`config.mk`:
```
export PLATFORM = sky130hd
export DESIGN_NAME = hub75_fb_arbiter
export DESIGN_NICKNAME = d
export VERILOG_FILES = /design/src/rtl/hub75_fb_arbiter.sv
export SDC_FILE = /design/constraint.sdc
export NUM_CORES = 1
export LEC_CHECK = 0
export ABC_AREA = 1
export CAP_MARGIN = 10
export CORE_ASPECT_RATIO = 0.9
export CORE_MARGIN = 2
export CORE_UTILIZATION = 41
export CTS_CLUSTER_SIZE = 10
export DETAILED_ROUTE_END_ITERATION = 8
export HOLD_SLACK_MARGIN = 0.05
export PLACE_DENSITY = 0.83
export SYNTH_ARGS = -nofsm -noshare
export SYNTH_HDL_FRONTEND = slang
export SYNTH_SLANG_ARGS = --single-unit
```
`constraint.sdc`:
```
create_clock -name clk -period 2.19 [get_ports clk]
set_clock_uncertainty 0.15 [all_clocks]
set_input_delay 0.438 -clock clk [delete_from_list [all_inputs] [get_ports clk]]
set_output_delay 0.438 -clock clk [all_outputs]
set_load 0.02 [all_outputs]
```
`src/rtl/hub75_fb_arbiter.sv`:
```
// HUB75 double-buffered framebuffer arbiter: display reads win over host
// writes on a single synchronous RAM port; page swaps wait for frame end.
module hub75_fb_arbiter #(
    parameter int ADDR_W = 11,
    parameter int DATA_W = 24
) (
    input  logic              clk,
    input  logic              rst,
    input  logic              disp_req,
    input  logic [ADDR_W-1:0] disp_addr,
    output logic              disp_rvalid,
    output logic [DATA_W-1:0] disp_rdata,
    input  logic              host_wr_valid,
    input  logic [ADDR_W-1:0] host_wr_addr,
    input  logic [DATA_W-1:0] host_wr_data,
    output logic              host_wr_ready,
    input  logic              swap_req,
    input  logic              frame_end,
    output logic              swap_done,
    output logic              front_page,
    output logic [ADDR_W:0]   ram_addr,
    output logic              ram_we,
    output logic [DATA_W-1:0] ram_wdata,
    input  logic [DATA_W-1:0] ram_rdata
);

    typedef enum logic [1:0] {
        IDLE,
        PENDING,
        SWAP
    } state_t;

    state_t state;
    state_t state_nx;

    logic rd_v1;
    logic rd_v2;
    logic wr_fire;

    always_ff @(posedge clk) begin
        if (rst) begin
            state <= IDLE;
        end else begin
            state <= state_nx;
        end
    end

    // A swap request arriving outside IDLE is dropped, not queued.
    always_comb begin
        state_nx = state;
        unique case (state)
            IDLE:    if (swap_req)  state_nx = PENDING;
            PENDING: if (frame_end) state_nx = SWAP;
            SWAP:                   state_nx = IDLE;
            default:                state_nx = IDLE;
        endcase
    end

    assign swap_done     = (state == SWAP);
    assign host_wr_ready = ~disp_req && (state == IDLE);
    assign wr_fire       = host_wr_valid && host_wr_ready;

    // Page flips on entry to SWAP so the new page is visible while swap_done is high.
    always_ff @(posedge clk) begin
        if (rst) begin
            front_page  <= 1'b0;
            ram_addr    <= '0;
            ram_we      <= 1'b0;
            ram_wdata   <= '0;
            rd_v1       <= 1'b0;
            rd_v2       <= 1'b0;
            disp_rvalid <= 1'b0;
            disp_rdata  <= '0;
        end else begin
            if (state == PENDING && frame_end) begin
                front_page <= ~front_page;
            end

            ram_we <= wr_fire;
            if (disp_req) begin
                ram_addr <= {front_page, disp_addr};
            end else if (wr_fire) begin
                ram_addr  <= {~front_page, host_wr_addr};
                ram_wdata <= host_wr_data;
            end

            rd_v1       <= disp_req;
            rd_v2       <= rd_v1;
            disp_rvalid <= rd_v2;
            if (rd_v2) begin
                disp_rdata <= ram_rdata;
            end
        end
    end

endmodule

```
* Word level (Yosys, flattened, before mapping)
Index checks and enable logic that the tools add are counted.
** Word-level totals
- Register bits after elaboration :: 67
- Input bits :: 76
- Output and inout port bits :: 65
** Operators by class
- Equality and inequality tests :: 4
- Muxes and demuxes :: 5
- Bitwise operators :: 2
- Reduce and logical (&&, ||, !) cells :: 7
** Operators with widths (number)
- $mux W12 :: 2
- $mux W2 :: 2
- $ne A2 B2 Y1 const B :: 2
- $pmux W2 S2 :: 1
- $reduce_and A2 Y1 :: 2
- $logic_and A1 B1 Y1 :: 3
- $eq A2 B1 Y1 const B :: 1
- $eq A2 B2 Y1 const B :: 1
- $logic_not A2 Y1 :: 1
- $not A1 Y1 :: 2
- $reduce_bool A2 Y1 :: 1

* Longest topological paths before layout
Gate-level depths: netlist of run 1.
- Depth after elaboration :: 5
- Mapped depth :: 6
- Depth with buffers taken out :: 5

* Worst setup path before layout of run 1
No wires, ideal clock.
- Kind :: in2out
- Start point :: input port disp_req
- End point :: output port host_wr_ready
- Arrival time :: 0.876 ns
- Data required time :: 1.602 ns
- Path slack :: 0.726 ns
- Stages :: 4
- Path buffers :: 1
- Cell sequence :: inv_2 > nand2_1 > inv_2 > buf_4
** On the way
- Longest elaborated chain between the ends :: 2
** RTL lines
- start: declaration :: line 9 : input logic disp_req,
- $not A1 Y1 (no source line)
- $logic_and A1 B1 Y1 :: line 60 : assign host_wr_ready = ~disp_req && (state == IDLE);
- end: declaration :: line 16 : output logic host_wr_ready,
Every way passes these cells.

* Final worst setup path of run 1
Ends and elaborated chain as after synthesis.

==> results of run 1 <==
-- cell type report --
type / count / area [um2]
flip-flops and latches: 67 / 1340
repair buffers: 150 / 1500
fillers: 488 / 1870
clock buffers: 14 / 153
inverters: 8 / 30.0
clock inverters: 2 / 35.0
well taps: 72 / 90.1
multi-input cells: 231 / 1030
-- stage by stage --
step	instances	area, um2
floorplan	330	2520
global placement	528	3990
detailed placement	528	3990
CTS	544	4180
global route	544	4180
finish	544	4180
-- timing repair --
item                                    in CTS  in global routing
hold buffers                                 0                  0
endpoints found under the setup margin       1                  1
resized for setup                            1                  1
buffers inserted                             0                  0
-- logic make-up after synthesis --
family	Yosys count
and+or+nand+nor	166
DFF	67
AOI/OAI and AO/OA	64
buffers and inverters	32
xor gates and xnor gates	1
-- flip-flops by register name (all words and copies together), names as in the netlist --
| signal | cells |
|---|---|
| front_page | 1 |
| disp_rvalid | 1 |
| ram_addr | 12 |
| rd_v2 | 1 |
| ram_wdata | 24 |
| rd_v1 | 1 |
| disp_rdata | 24 |
| state | 2 |
| ram_we | 1 |
-- worst max-delay path: cells and delay by family --
kind | cells | cell delay [ps]
and+or+nand+nor | 1 | 70
buffers and inverters | 4 | 900
-- routing by layer --
| layer | global-route usage [%] | vias up | routed length, um |
|---|---|---|---|
| li1 | - | 1342 | - |
| met1 | 22.4 | 1248 | 2900 |
| met2 | 36.3 | 115 | 3350 |
| met3 | 8.62 | 18 | 584 |
| met4 | 9.22 | 0 | 167 |
| met5 | 0 | - | 0 |
-- cells in the final DEF (no fill, tap or decap), drive strengths merged --
cell	netlist	layout
nor2	7	7
dfxtp	67	67
nand3b	1	1
clkinv	0	1
inv	8	8
clkdlybuf4s50	0	137
a21oi	62	62
nand3	38	38
xnor2	1	1
dlymetal6s2s	0	1
buf	17	11
o21bai	2	2
dlygate4sd2	0	1
nand2	120	120
bufinv	0	1
clkbuf	7	14
-- worst max-delay path by stage --
stage / startpoint / cells after the start / to
5_1_grt: disp_req / 5 / host_wr_ready
4_1_cts: state[1] / 3 / swap_done
3_3_place_gp: disp_req / 5 / host_wr_ready
6_report: disp_req / 5 / host_wr_ready
2_1_floorplan: disp_req / 4 / host_wr_ready
3_5_place_dp: disp_req / 5 / host_wr_ready
-- where the power goes --
part	leakage, nW	switching [mW]	internal, mW
logic	0.960	0.240	0.277
registers	0.547	0.0328	1.28
clock network	0.0947	0.432	0.558
total	1.60	0.705	2.11
==> results.tsv, run 1 <==
metric	value	unit
number of global-route vias before repair	2628	
slack of the critical path	186	ps
Port Buffers	140	
Wirelength per Cell	12.9	um
clk_lat worst skew	330	ps
clock-pin transition on the worst setup and hold timing paths	60	ps
most used flip-flop cell after synthesis	dfxtp_1	
Cells after Synth	330	
fin crit share	91.5	%
R2R setup slack	760	ps
Layout Nets	543	
RSZ-0062 raised after global routing	false	
R2R cell count	5	
Synth area leader	dfxtp_1	
Die Ht	78.5	um
Critical Path RT	1600	ps
status	complete, no violations	
largest net degree at the start of global routing	28	
CTS HTree Levels	3	
worst r2r src	state[1]	
DRC Markers	0	
most frequent cells after synthesis	nand2_1 (120), dfxtp_1 (67), a21oi_1 (62)	
IO Count	141	
Post-DP HPWL	4960	um
Slowest-stage cell, CP	clkdlybuf4s50_1	
number of library cell types mapped by synthesis	17	
Synth Area in Compound Gates	13.0	%
Worst-Margin Slew	496	ps
Min-Delay Path Class	reg -> reg	
drt pass-1 iters	4	
LEAKAGE	1.60	nW
post-synth top area share	53.1	%
Max Root-Sink Buffers	2	
FF+latch count, synth	67	
GRT Overall Usage	21.0	%
first-pass GRT wire length	11400	um
CP Data Arrival Time	1420	ps
die width	86.7	um
cell area power density	674	nW/um2
Synth area leaders	dfxtp_1 (53%), nand2_1 (18%), a21oi_1 (12%), nand3_1 (7.3%), buf_2 (2.0%)	
Worst VDD drop	0.481	mV
root buffer cell	clkbuf_8	
fmax	499	MHz
Core ar.	6050	um2
Layout area overhead	65.5	%
Total Die Area	6800	um2
final hold vios	0	
Worst slew margin	66.9	%
GPL Wtd Cong	0.792	
Mapped Avg Cell Area	7.65	um2
cell mode on critical path	inv_2	
# diodes	0	
Worst setup SP type	primary input	
Final Max Tran Viols	0	
YS warnings	0	
Post-Synth Simple-Gate Area	27.5	%
Post-DRT Antenna Nets	0	
largest family of logic cells by synthesized area	simple AND/OR/NAND/NOR gates	
# clock sinks	67	
Starting Density	41.8	%
mux share of post-synthesis cell area	0	%
setup_tns	0	ps
Cells on Worst Hold Path	2	
layout cells sized above 1	6.14	%
post-synthesis adder-cell area fraction	0	%
final setup violating endpoints	0	
minimum clock period	2000	ps
CTS tree	yes	
worst slack at placement	-79.4	ps
most frequent cell after synthesis	nand2_1	
Async SR Flop Fraction	0	%
EDFF count, synth	0	
DR iter-0 viols	95	
Vias	2723	
syn nets	406	
mapped cell area	2520	um2
vias per cell	5.01	
Seq/Total Area, Yosys	53.1	%
overall power	2.82	mW
initial antenna violation count	0	
final wirelength	7000	um
RR Endpoint	ram_addr[9]	
max_cap viols	0	
global route total overflow	0	
crit path kind	in -> out	
Min-Delay Startpoint	rd_v1	
Rows	27	
WHS	260	ps
xor-xnor portion of the synthesized cell area	0.347	%
cells along the critical path	clkdlybuf4s50_1 > inv_2 > nand2_1 > inv_2 > dlygate4sd2_1	
worst-path fanout max	2	
Hold EP	rd_v2	
crit path capture type	output port	
slowest stage delay, CP	500	ps
TritonCTS Buffers	9	
Final Util	69.1	%
Power figures use the tool's default switching activity.
==> run 2, diff against run 1 <==
Settings changed: CAP_MARGIN 10 to default.
==> results of run 2 <==
Final layout, timing and power as in run 1 (identical DEF).
==> run 3, diff against run 2 <==
Settings changed: CORE_MARGIN 2 to default.
==> run 3 against run 2 <==
Net effect: the flow now finishes with violations (design-rule violations); total power fell by 1.2%; register-to-register slack barely moved; final area fell by 0.60%; first-iteration DRC count rose by 19%; worst hold slack got worse by 1.2 ps; combinational power barely moved; die area fell by 4.8%; routed wire length fell by 1.8%; fmax fell by 4.3%; critical endpoint is now swap_done.
==> results.tsv, run 3 (synthesis results as in run 1) <==
metric	value	unit	change
status	finished with violations		was complete, no violations
root buffer cell	clkbuf_8		unchanged
IO Count	141		unchanged
Max Root-Sink Buffers	2		unchanged
DRC Markers	8		was 0
crit path kind	reg -> out		was in -> out
final setup violating endpoints	0		unchanged
clock-pin transition on the worst setup and hold timing paths	70	ps	was 60 ps
Vias	2652		was 2,723
CTS HTree Levels	3		unchanged
die width	84.7	um	was 86.7 um
first-pass GRT wire length	11400	um	about the same
RR Endpoint	ram_addr[5]		was ram_addr[9]
cell area power density	670	nW/um2	was 674 nW/um2
top flop regs	disp_rdata: 24 flops, ram_wdata: 24 flops, ram_addr: 12 flops		unchanged
RSZ-0062 raised after global routing	false		unchanged
R2R cell count	5		unchanged
fin crit share	95.6	%	was 91.5%
Worst slew margin	64.2	%	was 66.9%
clock share of power	34.5	%	was 35.1%
worst-path fanout max	4		was 2
Starting Density	43.4	%	was 41.8%
LEAKAGE	1.57	nW	was 1.60 nW
Critical Path RT	1600	ps	about the same
Layout Nets	541		was 543
commonest non-fill, non-tap cells in the layout	clkdlybuf4s50_1 (138), nand2_1 (120), dfxtp_1 (67), a21oi_1 (62), nand3_1 (37)		was clkdlybuf4s50_1 (137), nand2_1 (120), dfxtp_1 (67), a21oi_1 (62), nand3_1 (37)
# diodes	0		unchanged
final wirelength	6870	um	was 7000 um
clk_lat worst skew	330	ps	about the same
switching share of total power	25.7	%	was 25.0%
Port Buffers	140		unchanged
Internal Power	2.07	mW	was 2.11 mW
Total Die Area	6480	um2	was 6800 um2
R2R setup slack	760	ps	about the same
most common cell after layout, fill and taps aside	clkdlybuf4s50_1		unchanged
GPL Wtd Cong	0.759		was 0.792
CTS tree	yes		unchanged
Crit. Startpoint	state[1]		was disp_req
postcts setup bufs	0		unchanged
Post-DRT Antenna Nets	0		unchanged
failing checks	design-rule violations		
CP Data Arrival Time	1510	ps	was 1420 ps
# clock sinks	67		unchanged
Worst-Margin Slew	537	ps	was 496 ps
Wirelength per Cell	12.7	um	was 12.9 um
GRT Overall Usage	22.3	%	was 21.0%
Logic pwr share	18.5	%	was 18.4%
final hold vios	0		unchanged
Worst VDD drop	0.436	mV	was 0.481 mV
post-placement cell area	3970	um2	was 3990 um2
Net Switching	0.716	mW	was 0.705 mW
Hold EP	rd_v2		unchanged
initial antenna violation count	0		unchanged
Final Cell Area	4150	um2	was 4180 um2
max_cap viols	0		unchanged
Die Ht	76.5	um	was 78.5 um
fmax	478	MHz	was 499 MHz
Min-Delay Startpoint	rd_v1		unchanged
layout cells sized above 1	6.18	%	was 6.14%
Cells on Worst Hold Path	2		unchanged
TritonCTS Buffers	9		unchanged
number of global-route vias before repair	2554		was 2,628
Worst setup SP type	register		was primary input
crit path capture type	output port		unchanged
Flop pwr share	47.0	%	was 46.5%
Post-DP HPWL	4840	um	was 4960 um
largest net degree at the start of global routing	33		was 28
drt pass-1 iters	8		was 4
Layout area overhead	64.5	%	was 65.5%
Min-Delay Path Class	reg -> reg		unchanged
vias per cell	4.92		was 5.01
DR iter-0 viols	113		was 95
Final Max Tran Viols	0		unchanged
worst r2r src	state[1]		unchanged
Core ar.	5820	um2	was 6050 um2
Final Util	71.3	%	was 69.1%
global route total overflow	0		unchanged
minimum clock period	2090	ps	was 2000 ps
Rows	26		was 27
-- run 3: cell types whose count changed in the layout (fill, tap and decap cells not counted) --
cell | previous run | this run
clkinvlp_4 | 0 | 2
buf_4 | 8 | 6
clkdlybuf4s50_1 | 137 | 138
clkinv_2 | 1 | 2
clkbuf_8 | 10 | 9
dlymetal6s2s_1 | 1 | 0
clkbuf_1 | 4 | 1
-- run 3: final cells by class --
cell class	instances	area, um2
Multi-Input combinational cell	231	1030
Timing Repair Buffer	148	1480
Fill cell	485	1670
Sequential cell	67	1340
Clock inverter	5	55.1
Inverter	8	30.0
Tap cell	70	87.6
Clock buffer	10	128
-- run 3: through the flow --
stage	TNS [ps]	setup slack, ps	instances	power (mW)	hold WS, ps
floorplan	0	726	330	1.57	238
global placement	-90.1	-90.1	524	1.84	242
detailed placement	-84.9	-84.9	524	1.85	251
CTS	0	69.8	539	2.81	260
global route	0	3.21	539	2.92	302
finish	0	96.1	539	2.78	259
-- run 3: worst max path at each step --
stage / end / slack, ps / cells past startpoint
floorplan: host_wr_ready / 730 / 4
global placement: host_wr_ready / -90 / 5
detailed placement: host_wr_ready / -80 / 5
CTS: swap_done / 70 / 3
global route: swap_done / 3 / 3
finish: swap_done / 100 / 3
-- run 3: power groups by stage --
stage / logic, mW / registers, mW / clock network [mW]
after global routing: 0.557 / 1.32 / 1.04
after global placement: 0.510 / 1.33 / 0
after floorplan: 0.166 / 1.40 / 0
final: 0.515 / 1.31 / 0.959
after CTS: 0.519 / 1.31 / 0.982
after detailed placement: 0.517 / 1.34 / 0
-- run 3: worst max-delay path, cell delays in order, from the launching register on --
cell and delay, ps:
dfxtp_1 370, inv_1 90, nor2_1 90, clkdlybuf4s50_1 630
-- run 3: routing by layer --
metal	global-route usage [%]	part of all wire, %
met4	10.0	0.83
met1	24.0	40
met3	8.56	9.7
met2	38.6	49
met5	0	0
-- run 3: repair_timing --
action	4_1_cts	5_1_grt
hold buffers	0	0
endpoints found under the setup margin	1	0
resized for setup	1	0
